[src/rtl/ps2_scancode_decoder_if.sv]
// ============================================================================
//  Module   : ps2_scancode_decoder_if
//  Purpose  : Byte-in / key-event-out bundle for the PS/2 scan-code decoder.
//             The master side is the byte source plus the event consumer.
//             The slave side is the decoder.
//  Revision : 1.0  initial release
// ============================================================================
`default_nettype none

interface ps2_scancode_decoder_if;
  logic       dataEnable;
  logic [7:0] data;
  logic       eventRead;
  logic       clearOverflow;
  logic       eventValid;
  logic [7:0] eventCode;
  logic       eventExtended;
  logic       eventReleased;
  logic [7:0] eventAscii;
  logic       shiftActive;
  logic       ctrlActive;
  logic       capsLock;
  logic       overflow;

  modport master (
    output dataEnable, data, eventRead, clearOverflow,
    input  eventValid, eventCode, eventExtended, eventReleased, eventAscii,
    input  shiftActive, ctrlActive, capsLock, overflow
  );

  modport slave (
    input  dataEnable, data, eventRead, clearOverflow,
    output eventValid, eventCode, eventExtended, eventReleased, eventAscii,
    output shiftActive, ctrlActive, capsLock, overflow
  );
endinterface

`default_nettype wire

[src/rtl/ps2_scancode_decoder.sv]
// ============================================================================
//  Module   : ps2_scancode_decoder
//  Purpose  : Collapses Set 2 prefix sequences (E0/F0/E1) into key events.
//             Tracks shift, ctrl and caps-lock, and attaches ASCII.
//             Queues events in a small shift-register FIFO.
//  Revision : 1.0  initial release
// ============================================================================
`default_nettype none

module ps2_scancode_decoder #(
  parameter int FIFO_DEPTH     = 4,
  parameter int TIMEOUT_CYCLES = 1000000
) (
  input  logic                    clk,
  input  logic                    rst_n,
  ps2_scancode_decoder_if.slave   bus
);

  localparam int AW = (FIFO_DEPTH > 1) ? $clog2(FIFO_DEPTH) : 1;
  localparam int CW = AW + 1;
  localparam int TW = (TIMEOUT_CYCLES > 2) ? $clog2(TIMEOUT_CYCLES) : 1;
  localparam logic [TW-1:0] TMO_LAST = TW'(TIMEOUT_CYCLES - 1);

  typedef enum logic [2:0] {
    S_IDLE     = 3'd0,
    S_PRE_E0   = 3'd1,
    S_PRE_F0   = 3'd2,
    S_PRE_E0F0 = 3'd3,
    S_SKIP     = 3'd4
  } state_t;

  typedef struct packed {
    logic       ext;
    logic       rel;
    logic [7:0] code;
    logic [7:0] ascii;
  } entry_t;

  state_t          state_q;
  logic [2:0]      skip_q;
  logic [TW-1:0]   tmo_q;
  logic            push_q;
  entry_t          entry_q;
  logic            lshift_q, rshift_q, lctrl_q, rctrl_q, caps_q, caps_held_q;
  entry_t          fifo_q [FIFO_DEPTH];
  logic [CW-1:0]   count_q;
  logic            overflow_q;

  logic            emit_d, ext_d, rel_d;
  logic [7:0]      ascii_d;
  logic            w_shift, w_ctrl, w_pop, w_full, w_do_push, w_drop;
  logic [AW-1:0]   w_slot;

  // Returns 1..26 for the letter keys a..z, and 0 for any other key.
  function automatic logic [4:0] letter_idx(input logic [7:0] c);
    case (c)
      8'h1C: return 5'd1;   8'h32: return 5'd2;   8'h21: return 5'd3;
      8'h23: return 5'd4;   8'h24: return 5'd5;   8'h2B: return 5'd6;
      8'h34: return 5'd7;   8'h33: return 5'd8;   8'h43: return 5'd9;
      8'h3B: return 5'd10;  8'h42: return 5'd11;  8'h4B: return 5'd12;
      8'h3A: return 5'd13;  8'h31: return 5'd14;  8'h44: return 5'd15;
      8'h4D: return 5'd16;  8'h15: return 5'd17;  8'h2D: return 5'd18;
      8'h1B: return 5'd19;  8'h2C: return 5'd20;  8'h3C: return 5'd21;
      8'h2A: return 5'd22;  8'h1D: return 5'd23;  8'h22: return 5'd24;
      8'h35: return 5'd25;  8'h1A: return 5'd26;
      default: return 5'd0;
    endcase
  endfunction

  // Translates a plain make code to ASCII using the modifier state in force before this key.
  function automatic logic [7:0] ascii_lookup(input logic [7:0] c, input logic shift,
                                              input logic ctrl, input logic caps);
    logic [4:0] idx;
    idx = letter_idx(c);
    if (idx != 5'd0) begin
      if (ctrl)              return {3'b000, idx};
      else if (shift ^ caps) return 8'h40 + {3'b000, idx};
      else                   return 8'h60 + {3'b000, idx};
    end
    case (c)
      8'h45: return 8'h30;  8'h16: return 8'h31;  8'h1E: return 8'h32;
      8'h26: return 8'h33;  8'h25: return 8'h34;  8'h2E: return 8'h35;
      8'h36: return 8'h36;  8'h3D: return 8'h37;  8'h3E: return 8'h38;
      8'h46: return 8'h39;  8'h29: return 8'h20;  8'h5A: return 8'h0D;
      8'h66: return 8'h08;
      default: return 8'h00;
    endcase
  endfunction

  assign w_shift = lshift_q | rshift_q;
  assign w_ctrl  = lctrl_q | rctrl_q;

  // Decide whether the incoming byte completes an event, and with which flags.
  always_comb begin
    emit_d = 1'b0;
    ext_d  = 1'b0;
    rel_d  = 1'b0;
    if (bus.dataEnable) begin
      case (state_q)
        S_IDLE: begin
          case (bus.data)
            8'hE0, 8'hF0, 8'hE1, 8'h00, 8'hFF, 8'hAA, 8'hFA, 8'hFE, 8'hEE: emit_d = 1'b0;
            default: emit_d = 1'b1;
          endcase
        end
        S_PRE_E0: begin
          if (bus.data != 8'hF0 && bus.data != 8'hE0 && bus.data != 8'h12) begin
            emit_d = 1'b1;
            ext_d  = 1'b1;
          end
        end
        S_PRE_F0: begin
          if (bus.data != 8'hE0 && bus.data != 8'hF0) begin
            emit_d = 1'b1;
            rel_d  = 1'b1;
          end
        end
        S_PRE_E0F0: begin
          if (bus.data != 8'h12) begin
            emit_d = 1'b1;
            ext_d  = 1'b1;
            rel_d  = 1'b1;
          end
        end
        default: emit_d = 1'b0;
      endcase
    end
    ascii_d = (ext_d | rel_d) ? 8'h00 : ascii_lookup(bus.data, w_shift, w_ctrl, caps_q);
  end

  // Prefix FSM with Pause-sequence skip and idle timeout; registers the event for the FIFO.
  always_ff @(posedge clk or negedge rst_n) begin
    if (!rst_n) begin
      state_q <= S_IDLE;
      skip_q  <= 3'd0;
      tmo_q   <= '0;
      push_q  <= 1'b0;
      entry_q <= '0;
    end else begin
      push_q <= emit_d;
      if (emit_d) entry_q <= {ext_d, rel_d, bus.data, ascii_d};
      if (bus.dataEnable) begin
        tmo_q <= '0;
        case (state_q)
          S_IDLE: begin
            if (bus.data == 8'hE0)      state_q <= S_PRE_E0;
            else if (bus.data == 8'hF0) state_q <= S_PRE_F0;
            else if (bus.data == 8'hE1) begin
              state_q <= S_SKIP;
              skip_q  <= 3'd7;
            end
          end
          S_PRE_E0: begin
            if (bus.data == 8'hF0)      state_q <= S_PRE_E0F0;
            else if (bus.data != 8'hE0) state_q <= S_IDLE;
          end
          S_PRE_F0: begin
            if (bus.data == 8'hE0)      state_q <= S_PRE_E0;
            else if (bus.data != 8'hF0) state_q <= S_IDLE;
          end
          S_SKIP: begin
            skip_q <= skip_q - 3'd1;
            if (skip_q <= 3'd1) state_q <= S_IDLE;
          end
          default: state_q <= S_IDLE;
        endcase
      end else if (state_q != S_IDLE) begin
        // An abandoned prefix must not glue itself onto a much later key.
        if (tmo_q == TMO_LAST) begin
          state_q <= S_IDLE;
          tmo_q   <= '0;
        end else begin
          tmo_q <= tmo_q + TW'(1);
        end
      end else begin
        tmo_q <= '0;
      end
    end
  end

  // Modifier tracking on the same edge that the event is decoded.
  always_ff @(posedge clk or negedge rst_n) begin
    if (!rst_n) begin
      lshift_q    <= 1'b0;
      rshift_q    <= 1'b0;
      lctrl_q     <= 1'b0;
      rctrl_q     <= 1'b0;
      caps_q      <= 1'b0;
      caps_held_q <= 1'b0;
    end else if (emit_d) begin
      case (bus.data)
        8'h12: if (!ext_d) lshift_q <= !rel_d;
        8'h59: if (!ext_d) rshift_q <= !rel_d;
        8'h14: begin
          if (ext_d) rctrl_q <= !rel_d;
          else       lctrl_q <= !rel_d;
        end
        8'h58: begin
          if (rel_d) caps_held_q <= 1'b0;
          else begin
            // Typematic repeats arrive while held and must not toggle again.
            if (!caps_held_q) caps_q <= ~caps_q;
            caps_held_q <= 1'b1;
          end
        end
        default: ;
      endcase
    end
  end

  assign w_pop     = bus.eventRead && (count_q != '0);
  assign w_full    = (count_q == CW'(FIFO_DEPTH));
  assign w_do_push = push_q && (!w_full || w_pop);
  assign w_drop    = push_q && w_full && !w_pop;
  assign w_slot    = w_pop ? AW'(count_q - CW'(1)) : AW'(count_q);

  // Shift-register FIFO: entry 0 is always the head, so the outputs come straight from flops.
  always_ff @(posedge clk or negedge rst_n) begin
    if (!rst_n) begin
      for (int i = 0; i < FIFO_DEPTH; i++) fifo_q[i] <= '0;
      count_q    <= '0;
      overflow_q <= 1'b0;
    end else begin
      if (w_pop) begin
        for (int i = 0; i < FIFO_DEPTH - 1; i++) fifo_q[i] <= fifo_q[i+1];
        fifo_q[FIFO_DEPTH-1] <= '0;
      end
      if (w_do_push) fifo_q[w_slot] <= entry_q;
      count_q <= count_q + CW'(w_do_push) - CW'(w_pop);
      if (w_drop)                 overflow_q <= 1'b1;
      else if (bus.clearOverflow) overflow_q <= 1'b0;
    end
  end

  assign bus.eventValid    = (count_q != '0);
  assign bus.eventCode     = fifo_q[0].code;
  assign bus.eventExtended = fifo_q[0].ext;
  assign bus.eventReleased = fifo_q[0].rel;
  assign bus.eventAscii    = fifo_q[0].ascii;
  assign bus.shiftActive   = w_shift;
  assign bus.ctrlActive    = w_ctrl;
  assign bus.capsLock      = caps_q;
  assign bus.overflow      = overflow_q;

endmodule

`default_nettype wire

[src/flat_wrapper.sv]
// flat-port wrapper written by rule: the top's interface ports become plain ports
module ps2_scancode_decoder_flat 
#(
  parameter int FIFO_DEPTH     = 4,
  parameter int TIMEOUT_CYCLES = 1000000
)
  (clk, rst_n, bus_dataEnable, bus_data, bus_eventRead, bus_clearOverflow, bus_eventValid, bus_eventCode, bus_eventExtended, bus_eventReleased, bus_eventAscii, bus_shiftActive, bus_ctrlActive, bus_capsLock, bus_overflow);
  ps2_scancode_decoder_if bus_i ();
  input  logic clk;
  input  logic rst_n;
  input wire logic [$bits(bus_i.dataEnable)-1:0] bus_dataEnable;
  input wire logic [$bits(bus_i.data)-1:0] bus_data;
  input wire logic [$bits(bus_i.eventRead)-1:0] bus_eventRead;
  input wire logic [$bits(bus_i.clearOverflow)-1:0] bus_clearOverflow;
  output wire logic [$bits(bus_i.eventValid)-1:0] bus_eventValid;
  output wire logic [$bits(bus_i.eventCode)-1:0] bus_eventCode;
  output wire logic [$bits(bus_i.eventExtended)-1:0] bus_eventExtended;
  output wire logic [$bits(bus_i.eventReleased)-1:0] bus_eventReleased;
  output wire logic [$bits(bus_i.eventAscii)-1:0] bus_eventAscii;
  output wire logic [$bits(bus_i.shiftActive)-1:0] bus_shiftActive;
  output wire logic [$bits(bus_i.ctrlActive)-1:0] bus_ctrlActive;
  output wire logic [$bits(bus_i.capsLock)-1:0] bus_capsLock;
  output wire logic [$bits(bus_i.overflow)-1:0] bus_overflow;
  assign bus_i.dataEnable = bus_dataEnable;
  assign bus_i.data = bus_data;
  assign bus_i.eventRead = bus_eventRead;
  assign bus_i.clearOverflow = bus_clearOverflow;
  assign bus_eventValid = bus_i.eventValid;
  assign bus_eventCode = bus_i.eventCode;
  assign bus_eventExtended = bus_i.eventExtended;
  assign bus_eventReleased = bus_i.eventReleased;
  assign bus_eventAscii = bus_i.eventAscii;
  assign bus_shiftActive = bus_i.shiftActive;
  assign bus_ctrlActive = bus_i.ctrlActive;
  assign bus_capsLock = bus_i.capsLock;
  assign bus_overflow = bus_i.overflow;
  ps2_scancode_decoder #(.FIFO_DEPTH(FIFO_DEPTH), .TIMEOUT_CYCLES(TIMEOUT_CYCLES)) u_core (.clk(clk), .rst_n(rst_n), .bus(bus_i));
endmodule
[config.mk]
export PLATFORM = sky130hd
export DESIGN_NAME = ps2_scancode_decoder_flat
export DESIGN_NICKNAME = d
export VERILOG_FILES = /design/src/rtl/ps2_scancode_decoder_if.sv /design/src/rtl/ps2_scancode_decoder.sv /design/src/flat_wrapper.sv
export SDC_FILE = /design/constraint.sdc
export NUM_CORES = 1
export LEC_CHECK = 0
export ABC_AREA = 1
export CORE_ASPECT_RATIO = 0.9
export CORE_MARGIN = 2
export CORE_UTILIZATION = 45
export CTS_CLUSTER_SIZE = 24
export DETAILED_ROUTE_END_ITERATION = 8
export GPL_TIMING_DRIVEN = 0
export SETUP_SLACK_MARGIN = 0.1
export SLEW_MARGIN = 0
export SYNTH_ARGS = -nofsm -noshare
export SYNTH_HDL_FRONTEND = slang
export SYNTH_SLANG_ARGS = --single-unit
[constraint.sdc]
create_clock -name clk -period 4.4 [get_ports clk]
set_clock_uncertainty 0.15 [all_clocks]
set_input_delay 0.66 -clock clk [delete_from_list [all_inputs] [get_ports clk]]
set_output_delay 0.66 -clock clk [all_outputs]
set_load 0.005 [all_outputs]
==> qor.txt <==
WORST SETUP PATH
--------------------------------------------------------------------------------
Setup Crit Path Kind .............................................. register to register
Worst endpoint required time ......................................      4.52 ns
Kind of end point of the critical path ............................     register
Slack of the worst reg-to-reg path ................................      0.83 ns
Beginning of the worst register-to-register path .................. u_core.count_q[1]
Worst reg2reg endpoint ............................................ u_core.fifo_q[23]
Slowest stage cell on the critical path ...........................     clkbuf_1
Combined buffer and inverter count along the critical path ........            6
Signal arrival time at the worst endpoint .........................      3.69 ns
Cell family contributing the most delay on the critical path ...... buffers and inverters
Cells on worst reg2reg path .......................................           14
Worst path max stage delay ........................................      0.44 ns
Maximum fanout count along the critical path ......................           10
Type of element launching the critical path .......................     register
Most prevalent standard cell on the critical path .................      nand2_1
Ordered cell list for the critical path ........................... inv_1, ha_1, nand2_1, nand2_1, clkbuf_1, inv_2, buf_1, ha_1, inv_1, nor2_1, nand2_1, clkbuf_1, nor2_1, a31oi_1

LOGIC SYNTHESIS
--------------------------------------------------------------------------------
Flip-flop and latch count after synthesis .........................          126
Post-synth net total ..............................................          918
Top cell types by occurrence after synthesis ...................... nand2_1 (279), dfrtp_1 (126), nor2_1 (113)
Top-area cell type share of the netlist area ......................       0.4587
Synthesized instance count ........................................          894
Largest cells by area after synthesis ............................. dfrtp_1 (46%), nand2_1 (15%), nor2_1 (6.2%)
Mean Syn Cell Area ................................................   7.689 um^2
Total of warnings raised by yosys .................................            0
Number of distinct library cells after synthesis ..................           42
Cell area after technology mapping ................................    6874 um^2
Cell accounting for the most synthesized area .....................      dfrtp_1
Post-synth ARST share .............................................        1.000
Sequential fraction of the synthesis area .........................       0.4587
Most numerous cell in the Yosys netlist ...........................      nand2_1
Ys flop type ......................................................      dfrtp_1
Number of enable-type register cells in the synthesized netlist ...            0

OUTCOME
--------------------------------------------------------------------------------
Status ............................................................ finished, final reports clean

CLOCKING
--------------------------------------------------------------------------------
CTS max path bufs .................................................            2
CTS tree ..........................................................          yes
Sink count of the clock tree ......................................          126
Setup Buffers After CTS ...........................................            0
Number of clock buffers inserted by TritonCTS .....................           17
Post_cts resized ..................................................            0
Cts-stage hold buffer count .......................................            0
Maximum level of the CTS H-tree ...................................            4
Skew-Pair Late Insertion Delay ....................................      0.41 ns
Clk Tree Root Cell ................................................    clkbuf_16
Clock transition at path regs .....................................      0.06 ns

POWER AND IR DROP
--------------------------------------------------------------------------------
Portion of total power attributed to the clock network ............        0.311
Cell Int Power ....................................................     2.811 mW
Switching component of the power ..................................     1.521 mW
VDD IR-drop max ...................................................  0.0002705 V
Power density of the placed cells ................................. 538.0 nW/um^2
Combinational fraction of design power ............................        0.299
Share of power burned in registers ................................        0.390
Net switching share of the total power ............................       0.3511
Standby leakage power .............................................     3.870 nW
Total Power Consumption ...........................................     4.332 mW

TIMING
--------------------------------------------------------------------------------
Sum Neg Setup Slack ...............................................         0 ns
Final setup violating endpoints ...................................            0
Count of final hold-check violations ..............................            0
Slew Viols, Final .................................................            0
Worst slew slack as a fraction of its limit .......................       0.6192
Fin crit share ....................................................       0.8108
Period minus WS final .............................................     3.568 ns
Achievable clock frequency ........................................    280.3 MHz
Actual transition at the worst max-transition pin .................    0.5711 ns
Worst-case setup margin in the final layout .......................    0.8324 ns
Setup repair after global routing missed its margin ...............           no

GLOBAL ROUTING
--------------------------------------------------------------------------------
Peak-usage layer in the global routing report .....................         met2
Pin count of the biggest net entering global routing ..............           71
Total routing usage reported by global routing ....................       0.1976
Global-route met2 utilization .....................................       0.3045
Remaining Overflow, GRT ...........................................            0
Met3 capacity usage during global routing .........................      0.04261
Global-route wire length before repair ............................     25670 um
Global routing met1 resource utilization ..........................       0.2760
Via count of the first global-routing pass ........................         5333
Number of antenna violations at the first check in global routing .            0

DRT
--------------------------------------------------------------------------------
First DRT Iteration DRCs ..........................................          371
Vias after detailed routing .......................................         5731
DRC errors left ...................................................            0
Routed Wire Length ................................................     15100 um
Antenna Nets Post-Route ...........................................            0
Average wire per cell in the routed design ........................     13.04 um
Average vias per placed instance ..................................        4.949
First drt pass iteration count ....................................            7

PLACED DESIGN
--------------------------------------------------------------------------------
Area after DPL ....................................................    7481 um^2
Placed wire-length estimate .......................................     11250 um
Placed Cells ......................................................         1126
Final weighted congestion in routability-driven placement .........       0.9093
Total of buffers placed on input and output ports .................           33
Worst setup slack after placement .................................    0.5424 ns

FLOORPLAN
--------------------------------------------------------------------------------
Width of the die ..................................................     134.3 um
Core Area .........................................................   14820 um^2
Area of the die ...................................................   16280 um^2
I/O pins ..........................................................           36
Initial cell density of the core ..................................       0.4639
Num rows ..........................................................           42
Die span in y .....................................................     121.3 um

FINISH
--------------------------------------------------------------------------------
Syn-to-layout area delta ..........................................       17.13%
Final standard cell area without fillers ..........................    8051 um^2
Storage element area ..............................................    3153 um^2
Total area of multi-input combinational cells .....................    3161 um^2
Number of nets in the layout ......................................          971
Fillcell total ....................................................         1442
Non-filler cells in the finished layout ...........................         1158
Share of layout cells above drive strength 1 ......................       0.1135
Inserted Diodes ...................................................            0

WORST HOLD PATH
--------------------------------------------------------------------------------
Tightest Hold Check Type .......................................... input pin to asynchronous set/reset pin

FLOW RUN
--------------------------------------------------------------------------------
MaxCap Viol Count .................................................            0

## placed cells by master (no fill, tap or decap), types with 3 or more instances in the layout
| cell type | instances |
|---|---|
| nand2_1 | 279 |
| dfrtp_1 | 126 |
| nor2_1 | 113 |
| nand3_1 | 63 |
| inv_1 | 59 |
| a31oi_1 | 50 |
| clkdlybuf4s50_1 | 32 |
| o21ai_0 | 22 |
| clkbuf_1 | 17 |
| buf_4 | 17 |
| clkbuf_16 | 17 |
| nand4_1 | 16 |
| nor3_1 | 14 |
| a21oi_1 | 12 |
| buf_2 | 11 |
| ha_1 | 10 |
| inv_2 | 9 |
| xor2_1 | 9 |
| o21ai_2 | 8 |
| inv_6 | 7 |
| nor2_2 | 6 |
| xnor2_1 | 6 |
| nor2_4 | 5 |
| nand2_2 | 5 |
| buf_1 | 4 |
| nand3_2 | 4 |
| inv_8 | 4 |
| o21ai_1 | 3 |
| a22oi_1 | 3 |
| nand2_4 | 3 |
| o21bai_1 | 3 |
| clkinvlp_4 | 3 |
## stage by stage
step / utilization / hold slack [ns]
2_1_floorplan: - / 0.2144
3_3_place_gp: 0.5029 / 0.3096
3_5_place_dp: 0.5048 / 0.3145
4_1_cts: 0.5433 / 0.07273
5_1_grt: 0.5433 / 0.1037
6_report: 0.5433 / 0.06057
## cell families (layout without fill, tap and decap cells)
logic type / count (synthesis) / count (layout) / share of synthesized area
xor+xnor: 15 / 15 / 0.01911
buf+inv: 120 / 186 / 0.08154
compound gates: 108 / 108 / 0.09738
simple gates: 514 / 514 / 0.3222
flops: 126 / 126 / 0.4587
fa+ha+maj: 11 / 11 / 0.02111
## layer usage
metal	wire length [um]	part of all wire
met5	0	0
met4	240	0.016
met3	702	0.046
met2	6665	0.44
met1	7494	0.50
## power groups by stage
stage	registers, mW	logic (mW)	clock network, mW
2_1_floorplan	1.64	0.926	0
3_3_place_gp	1.70	1.28	0
3_5_place_dp	1.70	1.31	0
4_1_cts	1.69	1.31	1.37
5_1_grt	1.73	1.48	1.42
6_report	1.69	1.29	1.35
## cell type report
class / count / area share
Multi-Input combinational cell: 648 / 0.3925
Sequential cell: 126 / 0.3916
Clock buffer: 17 / 0.05284
Timing Repair Buffer: 34 / 0.04460
Buffer: 51 / 0.03683
Inverter: 69 / 0.03279
Tap cell: 198 / 0.03077
Clock inverter: 15 / 0.01803
## state kept, by name (all words and copies together), names as in the netlist
| register | cells |
|---|---|
| u_core.fifo_q | 54 |
| u_core.tmo_q | 20 |
| u_core.entry_q | 17 |
| u_core.bus.eventAscii | 8 |
| u_core.bus.eventCode | 8 |
| u_core.count_q | 3 |
| u_core.skip_q | 3 |
| u_core.state_q | 3 |
| u_core.bus.capsLock | 1 |
| u_core.bus.eventExtended | 1 |
| u_core.bus.eventReleased | 1 |
| u_core.bus.overflow | 1 |
| u_core.caps_held_q | 1 |
| u_core.lctrl_q | 1 |
| u_core.lshift_q | 1 |
| u_core.push_q | 1 |
| u_core.rctrl_q | 1 |
| u_core.rshift_q | 1 |
## worst max path at each step
| stage | cells past startpoint | from | slack [ns] | end |
|---|---|---|---|---|
| floorplan | 14 | u_core.count_q[1] | 1.48 | u_core.count_q[2] |
| global placement | 1 | rst_n | -2.46 | u_core.bus.eventCode[3] |
| detailed placement | 12 | bus_eventRead | 0.54 | u_core.fifo_q[34] |
| CTS | 14 | u_core.count_q[1] | 0.85 | u_core.fifo_q[34] |
| global route | 14 | u_core.count_q[1] | 0.47 | u_core.fifo_q[35] |
| finish | 14 | u_core.count_q[1] | 0.83 | u_core.fifo_q[23] |
Note: power is estimated with default switching activity, not from simulation.
